`src/rtl/mem_pkg.sv`:
```
// Shared constants for the memory-access stage: funct3 codes, FSM encoding,
// byte-enable base patterns and a funct3 legality helper.
// No logic of its own; imported by mem_stage and mem_load_align.
package mem_pkg;

  // Access size / sign encodings carried in funct3
  localparam logic [2:0] F3_LB  = 3'b000;
  localparam logic [2:0] F3_LH  = 3'b001;
  localparam logic [2:0] F3_LW  = 3'b010;
  localparam logic [2:0] F3_LBU = 3'b100;
  localparam logic [2:0] F3_LHU = 3'b101;

  // Bus FSM encoding
  localparam logic [1:0] ST_IDLE = 2'd0;
  localparam logic [1:0] ST_REQ  = 2'd1;
  localparam logic [1:0] ST_WAIT = 2'd2;

  // Byte-enable patterns before shifting into the addressed lane
  localparam logic [3:0] BE_BYTE = 4'b0001;
  localparam logic [3:0] BE_HALF = 4'b0011;
  localparam logic [3:0] BE_WORD = 4'b1111;

  // Loads accept all five encodings; stores only the three signed sizes.
  function automatic logic f3_legal(input logic [2:0] f3, input logic is_store);
    logic ok;
    case (f3)
      F3_LB, F3_LH, F3_LW: ok = 1'b1;
      F3_LBU, F3_LHU:      ok = ~is_store;
      default:             ok = 1'b0;
    endcase
    return ok;
  endfunction

endpackage

```
`src/rtl/mem_load_align.sv`:
```
// Load formatter: picks the byte/halfword lane from addr[1:0] and extends it.
// Latency: purely combinational, zero cycles.
// Backpressure: none; output follows inputs.
module mem_load_align
  import mem_pkg::*;
(
  input  logic [31:0] rdata,
  input  logic [1:0]  addr,
  input  logic [2:0]  funct3,
  output logic [31:0] load_data
);

  logic [7:0]  byte_lane;
  logic [15:0] half_lane;
  logic        sext;

  // Lane select followed by sign or zero extension; funct3[2] marks unsigned
  always_comb begin
    sext = ~funct3[2];
    case (addr)
      2'd0:    byte_lane = rdata[7:0];
      2'd1:    byte_lane = rdata[15:8];
      2'd2:    byte_lane = rdata[23:16];
      default: byte_lane = rdata[31:24];
    endcase
    half_lane = addr[1] ? rdata[31:16] : rdata[15:0];
    case (funct3[1:0])
      2'b00:   load_data = {{24{sext & byte_lane[7]}}, byte_lane};
      2'b01:   load_data = {{16{sext & half_lane[15]}}, half_lane};
      default: load_data = rdata;
    endcase
  end

endmodule

```
`src/rtl/mem_stage.sv`:
```
// Memory-access pipeline stage: drives the req/gnt/rvalid data bus, formats loads, registers MEM/WB.
// Latency: non-memory op 1 cycle; store 2 cycles with 0-wait gnt; load 3 cycles with next-cycle rvalid.
// Backpressure: stall_mem holds EXE/MEM while an access is outstanding. Optional abort via MEM_TIMEOUT_EN.
module mem_stage
  import mem_pkg::*;
#(
  parameter int unsigned MAX_WAIT = 15
) (
  input  logic        clk,
  input  logic        rst,
  input  logic        valid_exe_mem,
  input  logic [31:0] alu_result_exe_mem,
  input  logic        zero_exe_mem,
  input  logic [31:0] PC_branch_exe_mem,
  input  logic [31:0] rs2_exe_mem,
  input  logic [4:0]  write_reg_exe_mem,
  input  logic        reg_write_exe_mem,
  input  logic        mem_read_exe_mem,
  input  logic        mem_write_exe_mem,
  input  logic        branch_exe_mem,
  input  logic [2:0]  funct3_exe_mem,
  output logic        dmem_req,
  output logic        dmem_we,
  output logic [31:0] dmem_addr,
  output logic [3:0]  dmem_be,
  output logic [31:0] dmem_wdata,
  input  logic        dmem_gnt,
  input  logic        dmem_rvalid,
  input  logic [31:0] dmem_rdata,
  output logic        stall_mem,
  output logic        pc_src_mem,
  output logic [31:0] PC_branch_mem,
  output logic        valid_mem_wb,
  output logic [31:0] alu_result_mem_wb,
  output logic [31:0] read_data_mem_wb,
  output logic [4:0]  write_reg_mem_wb,
  output logic        reg_write_mem_wb,
  output logic        mem_to_reg_mem_wb,
  output logic        err_mem_wb
);

  logic [1:0]  state_q, state_d;
  logic        dmem_we_q, dmem_we_d;
  logic [31:0] dmem_addr_q, dmem_addr_d;
  logic [3:0]  dmem_be_q, dmem_be_d;
  logic [31:0] dmem_wdata_q, dmem_wdata_d;

  logic        valid_q, valid_d;
  logic [31:0] alu_q, alu_d;
  logic [31:0] rdata_q, rdata_d;
  logic [4:0]  wreg_q, wreg_d;
  logic        regw_q, regw_d;
  logic        m2r_q, m2r_d;
  logic        err_q, err_d;

  logic        mem_op, is_store, is_load, misaligned, op_err;
  logic [1:0]  a_lo;
  logic [3:0]  be_c;
  logic [31:0] wdata_c;
  logic [31:0] load_val;
  logic        timeout;
  logic        complete, fail, bus_load, bus_clear;

  assign a_lo = alu_result_exe_mem[1:0];

  mem_load_align u_align (
    .rdata     (dmem_rdata),
    .addr      (a_lo),
    .funct3    (funct3_exe_mem),
    .load_data (load_val)
  );

`ifdef MEM_TIMEOUT_EN
  localparam int unsigned WCNT_W = (MAX_WAIT < 16) ? 4 : $clog2(MAX_WAIT + 1);
  logic [WCNT_W-1:0] wait_cnt_q, wait_cnt_d;

  assign timeout = (wait_cnt_q == WCNT_W'(MAX_WAIT));

  // Counter restarts on every entry into REQ or WAIT, counts while there
  always_comb begin
    wait_cnt_d = wait_cnt_q;
    if ((state_d == ST_REQ || state_d == ST_WAIT) && state_d != state_q)
      wait_cnt_d = '0;
    else if (state_q == ST_REQ || state_q == ST_WAIT)
      wait_cnt_d = wait_cnt_q + WCNT_W'(1);
  end

  // Wait counter register
  always_ff @(posedge clk or posedge rst) begin
    if (rst) wait_cnt_q <= '0;
    else     wait_cnt_q <= wait_cnt_d;
  end
`else
  localparam int unsigned UNUSED_MAX_WAIT = MAX_WAIT;
  assign timeout = 1'b0;
`endif

  // Decode: op class, lane-shifted byte enables, replicated store data, alignment
  always_comb begin
    is_store   = mem_write_exe_mem;
    is_load    = mem_read_exe_mem & ~mem_write_exe_mem;
    mem_op     = valid_exe_mem & (mem_read_exe_mem | mem_write_exe_mem);
    misaligned = 1'b0;
    be_c       = BE_WORD;
    wdata_c    = rs2_exe_mem;
    case (funct3_exe_mem[1:0])
      2'b00: begin
        be_c    = BE_BYTE << a_lo;
        wdata_c = {4{rs2_exe_mem[7:0]}};
      end
      2'b01: begin
        be_c       = BE_HALF << {a_lo[1], 1'b0};
        wdata_c    = {2{rs2_exe_mem[15:0]}};
        misaligned = a_lo[0];
      end
      default: misaligned = |a_lo;
    endcase
    op_err = mem_op & (~f3_legal(funct3_exe_mem, is_store) | misaligned);
  end

  // Bus FSM: decides stall, completion and when the request registers load or clear
  always_comb begin
    state_d   = state_q;
    stall_mem = 1'b0;
    complete  = 1'b0;
    fail      = 1'b0;
    bus_load  = 1'b0;
    bus_clear = 1'b0;
    case (state_q)
      ST_IDLE: begin
        if (mem_op && !op_err) begin
          stall_mem = 1'b1;
          bus_load  = 1'b1;
          state_d   = ST_REQ;
        end else begin
          complete = 1'b1;
          fail     = op_err;
        end
      end
      ST_REQ: begin
        if (dmem_gnt) begin
          bus_clear = 1'b1;
          if (is_store) begin
            complete = 1'b1;
            state_d  = ST_IDLE;
          end else begin
            stall_mem = 1'b1;
            state_d   = ST_WAIT;
          end
        end else if (timeout) begin
          bus_clear = 1'b1;
          complete  = 1'b1;
          fail      = 1'b1;
          state_d   = ST_IDLE;
        end else begin
          stall_mem = 1'b1;
        end
      end
      ST_WAIT: begin
        if (dmem_rvalid) begin
          complete = 1'b1;
          state_d  = ST_IDLE;
        end else if (timeout) begin
          complete = 1'b1;
          fail     = 1'b1;
          state_d  = ST_IDLE;
        end else begin
          stall_mem = 1'b1;
        end
      end
      default: state_d = ST_IDLE;
    endcase
  end

  // Request registers hold address/we/be/wdata steady for the whole REQ phase
  always_comb begin
    dmem_we_d    = dmem_we_q;
    dmem_addr_d  = dmem_addr_q;
    dmem_be_d    = dmem_be_q;
    dmem_wdata_d = dmem_wdata_q;
    if (bus_load) begin
      dmem_we_d    = is_store;
      dmem_addr_d  = {alu_result_exe_mem[31:2], 2'b00};
      dmem_be_d    = be_c;
      dmem_wdata_d = is_store ? wdata_c : 32'd0;
    end else if (bus_clear) begin
      dmem_we_d    = 1'b0;
      dmem_addr_d  = 32'd0;
      dmem_be_d    = 4'd0;
      dmem_wdata_d = 32'd0;
    end
  end

  // MEM/WB next values: capture on completion, otherwise insert a bubble
  always_comb begin
    valid_d = 1'b0;
    alu_d   = 32'd0;
    rdata_d = 32'd0;
    wreg_d  = 5'd0;
    regw_d  = 1'b0;
    m2r_d   = 1'b0;
    err_d   = 1'b0;
    if (complete) begin
      valid_d = valid_exe_mem;
      alu_d   = alu_result_exe_mem;
      wreg_d  = write_reg_exe_mem;
      regw_d  = valid_exe_mem & reg_write_exe_mem & ~fail;
      m2r_d   = mem_op & is_load & ~fail;
      err_d   = fail;
      if (state_q == ST_WAIT && dmem_rvalid) rdata_d = load_val;
    end
  end

  // FSM, bus request and MEM/WB registers
  always_ff @(posedge clk or posedge rst) begin
    if (rst) begin
      state_q      <= ST_IDLE;
      dmem_we_q    <= 1'b0;
      dmem_addr_q  <= 32'd0;
      dmem_be_q    <= 4'd0;
      dmem_wdata_q <= 32'd0;
      valid_q      <= 1'b0;
      alu_q        <= 32'd0;
      rdata_q      <= 32'd0;
      wreg_q       <= 5'd0;
      regw_q       <= 1'b0;
      m2r_q        <= 1'b0;
      err_q        <= 1'b0;
    end else begin
      state_q      <= state_d;
      dmem_we_q    <= dmem_we_d;
      dmem_addr_q  <= dmem_addr_d;
      dmem_be_q    <= dmem_be_d;
      dmem_wdata_q <= dmem_wdata_d;
      valid_q      <= valid_d;
      alu_q        <= alu_d;
      rdata_q      <= rdata_d;
      wreg_q       <= wreg_d;
      regw_q       <= regw_d;
      m2r_q        <= m2r_d;
      err_q        <= err_d;
    end
  end

  // Request is decoded from state so an async reset withdraws it at once
  assign dmem_req   = (state_q == ST_REQ);
  assign dmem_we    = dmem_we_q;
  assign dmem_addr  = dmem_addr_q;
  assign dmem_be    = dmem_be_q;
  assign dmem_wdata = dmem_wdata_q;

  assign pc_src_mem    = valid_exe_mem & branch_exe_mem & zero_exe_mem;
  assign PC_branch_mem = PC_branch_exe_mem;

  assign valid_mem_wb      = valid_q;
  assign alu_result_mem_wb = alu_q;
  assign read_data_mem_wb  = rdata_q;
  assign write_reg_mem_wb  = wreg_q;
  assign reg_write_mem_wb  = regw_q;
  assign mem_to_reg_mem_wb = m2r_q;
  assign err_mem_wb        = err_q;

endmodule

```
`config.mk`:
```
export PLATFORM = sky130hd
export DESIGN_NAME = mem_stage
export DESIGN_NICKNAME = d
export VERILOG_FILES = /design/src/rtl/mem_pkg.sv /design/src/rtl/mem_load_align.sv /design/src/rtl/mem_stage.sv
export SDC_FILE = /design/constraint.sdc
export NUM_CORES = 1
export LEC_CHECK = 0
export CAP_MARGIN = 20
export CORE_MARGIN = 5
export CORE_UTILIZATION = 45
export CTS_BUF_LIST = sky130_fd_sc_hd__clkbuf_8
export CTS_CLUSTER_DIAMETER = 40
export DETAILED_ROUTE_END_ITERATION = 7
export DONT_BUFFER_PORTS = 1
export PLACE_DENSITY = 0.66
export SYNTH_ARGS = -nofsm -noshare
export SYNTH_HDL_FRONTEND = slang
export SYNTH_SLANG_ARGS = --single-unit
export TNS_END_PERCENT = 10
```
`constraint.sdc`:
```
create_clock -name clk -period 4.8 [get_ports clk]
set_clock_uncertainty 0.05 [all_clocks]
set_input_delay 0.72 -clock clk [delete_from_list [all_inputs] [get_ports clk]]
set_output_delay 0.72 -clock clk [all_outputs]
set_load 0.05 [all_outputs]
```
# After elaboration in Yosys (flattened, before gate mapping)
# Index checks and enable logic that the tools add are counted.
[op_classes] shift=2 muxes=43 bitwise_logic=17 n_eq_ne=12 reduce_logical=12
[op_table] op="$mux 32" n=7
[op_table] op="$pmux 32 s2" n=2
[op_table] op="$pmux 8 s3" n=1
[op_table] op="$mux 1" n=19
[op_table] op="$mux 16" n=1
[op_table] op="$and 1x1->1" n=11
[op_table] op="$mux 2" n=4
[op_table] op="$mux 4" n=2
[op_table] op="$pmux 4 s2" n=1
[op_table] op="$eq 2x1->1 const B" n=3
[op_table] op="$eq 3x3->1 const B" n=2
[op_table] op="$logic_not 2->1" n=3
[op_table] op="$pmux 1 s3" n=2
[op_table] op="$pmux 2 s3" n=1
[op_table] op="$mux 5" n=1
[op_table] op="$eq 2x2->1 const B" n=2
[op_table] op="$ne 2x2->1 const B" n=2
[op_table] op="$not 1->1" n=4
[op_table] op="$pmux 1 s2" n=2
[op_table] op="$reduce_or 2->1" n=2
[op_table] op="$shl 1x2->4 const A" n=1
[op_table] op="$shl 2x2->4 const A" n=1
[op_table] op="$eq 3x1->1 const B" n=1
[op_table] op="$eq 3x2->1 const B" n=1
[op_table] op="other kinds (8)" n=10
[word_totals] elab_cells=98 output_inout_bits=177 ff_bits=144 in_bits=146

# Depth between registers and ports, before layout
[logic_depth] depth_word=13 ltp_mapped=7 ltp_nobuf=5

# Cells and area by module
# From an unflattened synthesis, not the netlist that was laid out.
[hier_totals] cells_unflattened=530 area_unflattened_um2=6348.6
[modules_own_cells] mod="mem_stage" cells_each=415 instances=1 area_each_um2=5502.8 seq_area_each_um2=3553.4
[modules_own_cells] mod="mem_load_align" cells_each=115 instances=1 area_each_um2=845.8 seq_area_each_um2=0.0

# Worst setup path before layout
# No wires, ideal clock.
[synth_timing] path_type="input -> output" startpoint="in funct3_exe_mem[0]" endpoint="out stall_mem" slack_ns=1.977 n_path_buf=3 required_time_ns=4.030 cell_stages=6 arrival_ns=2.053 cell_sequence="buf_4 > nor4_4 > o2111ai_4 > buf_6 > buf_2 > nand2_1"
[synth_between] elab_chain_len=10 word_cells_on_any_way=18 classes_between="eq/ne: 5; mux: 4; bitwise: 3; reduce/logical: 6"
[synth_lines] element="start, declared" line_no="mem_stage.sv:21" rtl="input logic [2:0] funct3_exe_mem,"
[synth_lines] element="$eq 3x1->1 (tied with other cells)" line_no="mem_pkg.sv:26" rtl="case (f3)"
[synth_lines] element="$reduce_or 3->1 / $reduce_or 2->1 (equally long branches)" line_no="mem_pkg.sv:26"
[synth_lines] element="$pmux 1 s2" line_no="mem_pkg.sv:26"
[synth_lines] element="$not 1->1" line_no="mem_stage.sv:118" rtl="op_err = mem_op & (~f3_legal(funct3_exe_mem, is_store) | misaligned);"
[synth_lines] element="$or 1x1->1 (*)" line_no="mem_stage.sv:118"
[synth_lines] element="$and 1x1->1 (*)" line_no="mem_stage.sv:118"
[synth_lines] element="$logic_not 1->1 (*)" line_no="mem_stage.sv:131" rtl="if (mem_op && !op_err) begin"
[synth_lines] element="$logic_and 1x1->1 (*)" line_no="mem_stage.sv:131"
[synth_lines] element="$mux 1 (*)" line_no="mem_stage.sv:131"
[synth_lines] element="$pmux 1 s3 (*)" line_no="mem_stage.sv:129" rtl="case (state_q)"
[synth_lines] element="end, declared" line_no="mem_stage.sv:30" rtl="output logic stall_mem,"
# Mark *: on every way between the ends. The rest lies on a longest branch, timed or not.

# Worst setup path after layout
[layout_timing] startpoint="reg state_q[1]" endpoint="out stall_mem"
[layout_between] elab_chain_len=2 word_cells_on_any_way=4 classes_between="eq/ne: 2; mux: 1; reduce/logical: 1"
[layout_lines] element="start, declared" line_no="mem_stage.sv:42" rtl="logic [1:0] state_q, state_d;"
[layout_lines] element="start signal, assigned" line_no="mem_stage.sv:230" rtl="state_q <= state_d;"
[layout_lines] element="$eq 2x1->1"
[layout_lines] element="net dmem_req" line_no="mem_stage.sv:22" rtl="output logic dmem_req,"
[layout_lines] element="$pmux 1 s3" line_no="mem_stage.sv:129"
# The timed path passes the listed nets, and every way through them passes these cells.

==> flow_summary.yaml <==
route:
  wl_um: 17800
  dr.pass1.iters: 7
  drc: 0
  drtIter0Drc: 418
  viasPerCell: 5.97
  vias: 4495
  ant_nets: 0
  drt-wirelength-per-cell_um: 23.7
cells_and_area:
  n_fill_cell: 1249
  stdcell_area_sq_um: 6580
  regArea_sq_um: 3550
  final_cells: 753
  utilization_pct: 47.6
  fin_nets: 706
  area_delta_synth_final_pct: 3.85
  multi_input_area_sq_um: 2210
  drive_gt1_share_pct: 10.3
  antennaDiodeCount: 0
place:
  dpl.cell_count: 720
  gp_congestion: 0.849
  placed_cell_area_sq_um: 6120
  io_buffer_count: 0
  pre_cts_slack_ps: 2210
  dp.final_hpwl_um: 12600
power:
  seqPwrFrac_pct: 60.4
  clock_power_share_pct: 30.2
  switchingPower_mw: 1.41
  cellLeakagePower_nw: 3.26
  p_per_area_nw_per_um2: 521
  pwr-share-comb_pct: 9.4
  switching_share_pct: 41.2
  intPower_mw: 2.02
  ir_drop_mv: 0.174
yosys:
  synth_top_area_cell: "dfrtp_1"
  synth_common_cells: "dfrtp_1, nand2_1, nand3_1"
  synth_cell_types: 43
  syn_avg_cell_area_sq_um: 10.3
  yosysMostFrequentCell: "dfrtp_1"
  yosysTopAreaCellShare_pct: 56.1
  async_flop_share_pct: 100
  ys_ff_latch: 142
  synth_edf_count: 0
  synth_flop_cell: "dfrtp_1"
  syn_area_sq_um: 6340
  yosys-top-cells-area: "dfrtp_1, nand3_1, nand2_1"
  synthesis.instances: 616
  ys_seq_area_share_pct: 56.1
  yosys_warnings: 0
clock_tree:
  clockBufferDepth: 2
  post_cts_buffers: 0
  insertion_delay_ps: 430
  cts_hold_buffers: 0
  cts_made_buffers: 17
  cts_tree: "yes"
  path_clk_slew_ps: 80
  cts-resized-gates: 0
  root_buffer: "clkbuf_8"
  cts.sinks: 142
  h-tree-depth: 4
timing:
  finalHoldViolCount: 0
  fmax_ghz: 0.346
  fin_tns_setup_ps: 0
  rsz0062_at_grt: "false"
  relSlewSlack_pct: 44.6
  setup_viol_count_final: 0
  fin_crit_sh_pct: 60.1
  fin_crit_ps: 2890
  worst_pin_slew_ps: 832
  maxSlewViolCount: 0
  worst_slack_ps: 1910
critical_path:
  rr_endpoint: "dmem_wdata[4]"
  crit_arrival_ps: 2120
  timing.rr.start: "state_q[1]"
  crit_slowest_cell: "nand2_1"
  ff2ff_setup_slack_ps: 2460
  start_kind: "flop"
  endpoint_kind: "primary output"
  reg2reg_depth: 6
  path_class: "flop to primary output"
  cp_cell_sequence: "nand2b_1, inv_1, a21oi_1, nand2_1"
  critPathMaxStageDelay_ps: 460
  path_max_fanout: 6
  cp.required_ps: 4030
outcome:
  outcome: "finished clean"
die:
  start_util_pct: 45.8
  die_h_um: 129
  row_count: 43
  dieArea_sq_um: 16600
  ios: 323
  die_x_um: 129
  core_sq_um: 13800
global_routing:
  grt_max_degree: 133
  grt.overflow.total: 0
  grt_pass1_wl_um: 26600
  antenna_found_initial: 0
  track_usage_pct: 20.9
  grt_pass1_vias: 4458
run:
  maxCapViolCount: 0
worst_hold_path:
  hold_class: "primary input to asynchronous set/reset pin"
[logic make-up after synthesis]
kind of cell | Yosys count | synth area share [%]
compound gates | 93 | 10.6
simple gates | 242 | 18.5
other cells | 1 | 0.0592
flops | 142 | 56.1
mux | 33 | 5.55
buf+inv | 105 | 9.18
[how the worst max path moves through the flow]
stage                       from  slack [ps]              endpoint
4_1_cts               state_q[1]        1860             stall_mem
3_3_place_gp   mem_write_exe_mem        2280         dmem_wdata[4]
5_1_grt               state_q[1]        1760             stall_mem
6_report              state_q[1]        1910             stall_mem
3_5_place_dp   mem_write_exe_mem        2210         dmem_wdata[8]
2_1_floorplan                rst         220  alu_result_mem_wb[0]
[layout make-up]
| class | count | area share (%) |
|---|---|---|
| clock buffer | 18 | 3.76 |
| multi-input combinational | 370 | 33.7 |
| tap | 180 | 3.42 |
| sequential | 142 | 54.0 |
| timing repair buffer | 6 | 0.989 |
| clock inverter | 14 | 2.79 |
| inverter | 23 | 1.39 |
[flip-flops by register name, summed over array words and instances (netlist names)]
signal             flops
dmem_addr             30
dmem_we                1
state_q                2
read_data_mem_wb      32
write_reg_mem_wb       5
reg_write_mem_wb       1
mem_to_reg_mem_wb      1
dmem_wdata            32
alu_result_mem_wb     32
err_mem_wb             1
valid_mem_wb           1
dmem_be                4
[power groups by stage]
| stage | Sequential, mW | Clock [mW] | Combinational [mW] |
|---|---|---|---|
| global placement | 2.10 | 0 | 0.307 |
| global route | 2.09 | 1.11 | 0.370 |
| CTS | 2.08 | 1.06 | 0.324 |
| finish | 2.07 | 1.04 | 0.323 |
| detailed placement | 2.10 | 0 | 0.323 |
| floorplan | 2.05 | 0 | 0.359 |
[metrics by stage]
stage                     hold slack [ps]  power [mW]
after global placement                565        2.40
final                                 243        3.43
after detailed placement              610        2.42
after global routing                  248        3.57
after floorplan                       531        2.40
after CTS                             261        3.46
[worst max-delay path, delay by kind of cell (launching register included)]
| family | cells | cell delay [ps] |
|---|---|---|
| and+or+nand+nor | 2 | 640 |
| DFF | 1 | 430 |
| buffers and inverters | 1 | 450 |
| AOI/OAI and AO/OA | 1 | 150 |
[layout by cell type (no fill, tap or decap), drive strengths merged, types with 16 or more instances in the layout]
cell type and count:
a21oi 24, and3 39, clkbuf 18, dfrtp 142, inv 25, mux2i 25, nand2 91, nand3 77
nor2 16, o21ai 21, o31ai 17
[layer usage]
metal	part of all wire, %	vias to the layer above	GRT usage [%]
met3	11	61	9.34
met1	37	2208	25.2
met5	0	-	0
met2	48	257	31.9
li1	-	1969	-
met4	3.9	0	10.6
(Power assumes the default switching activity.)
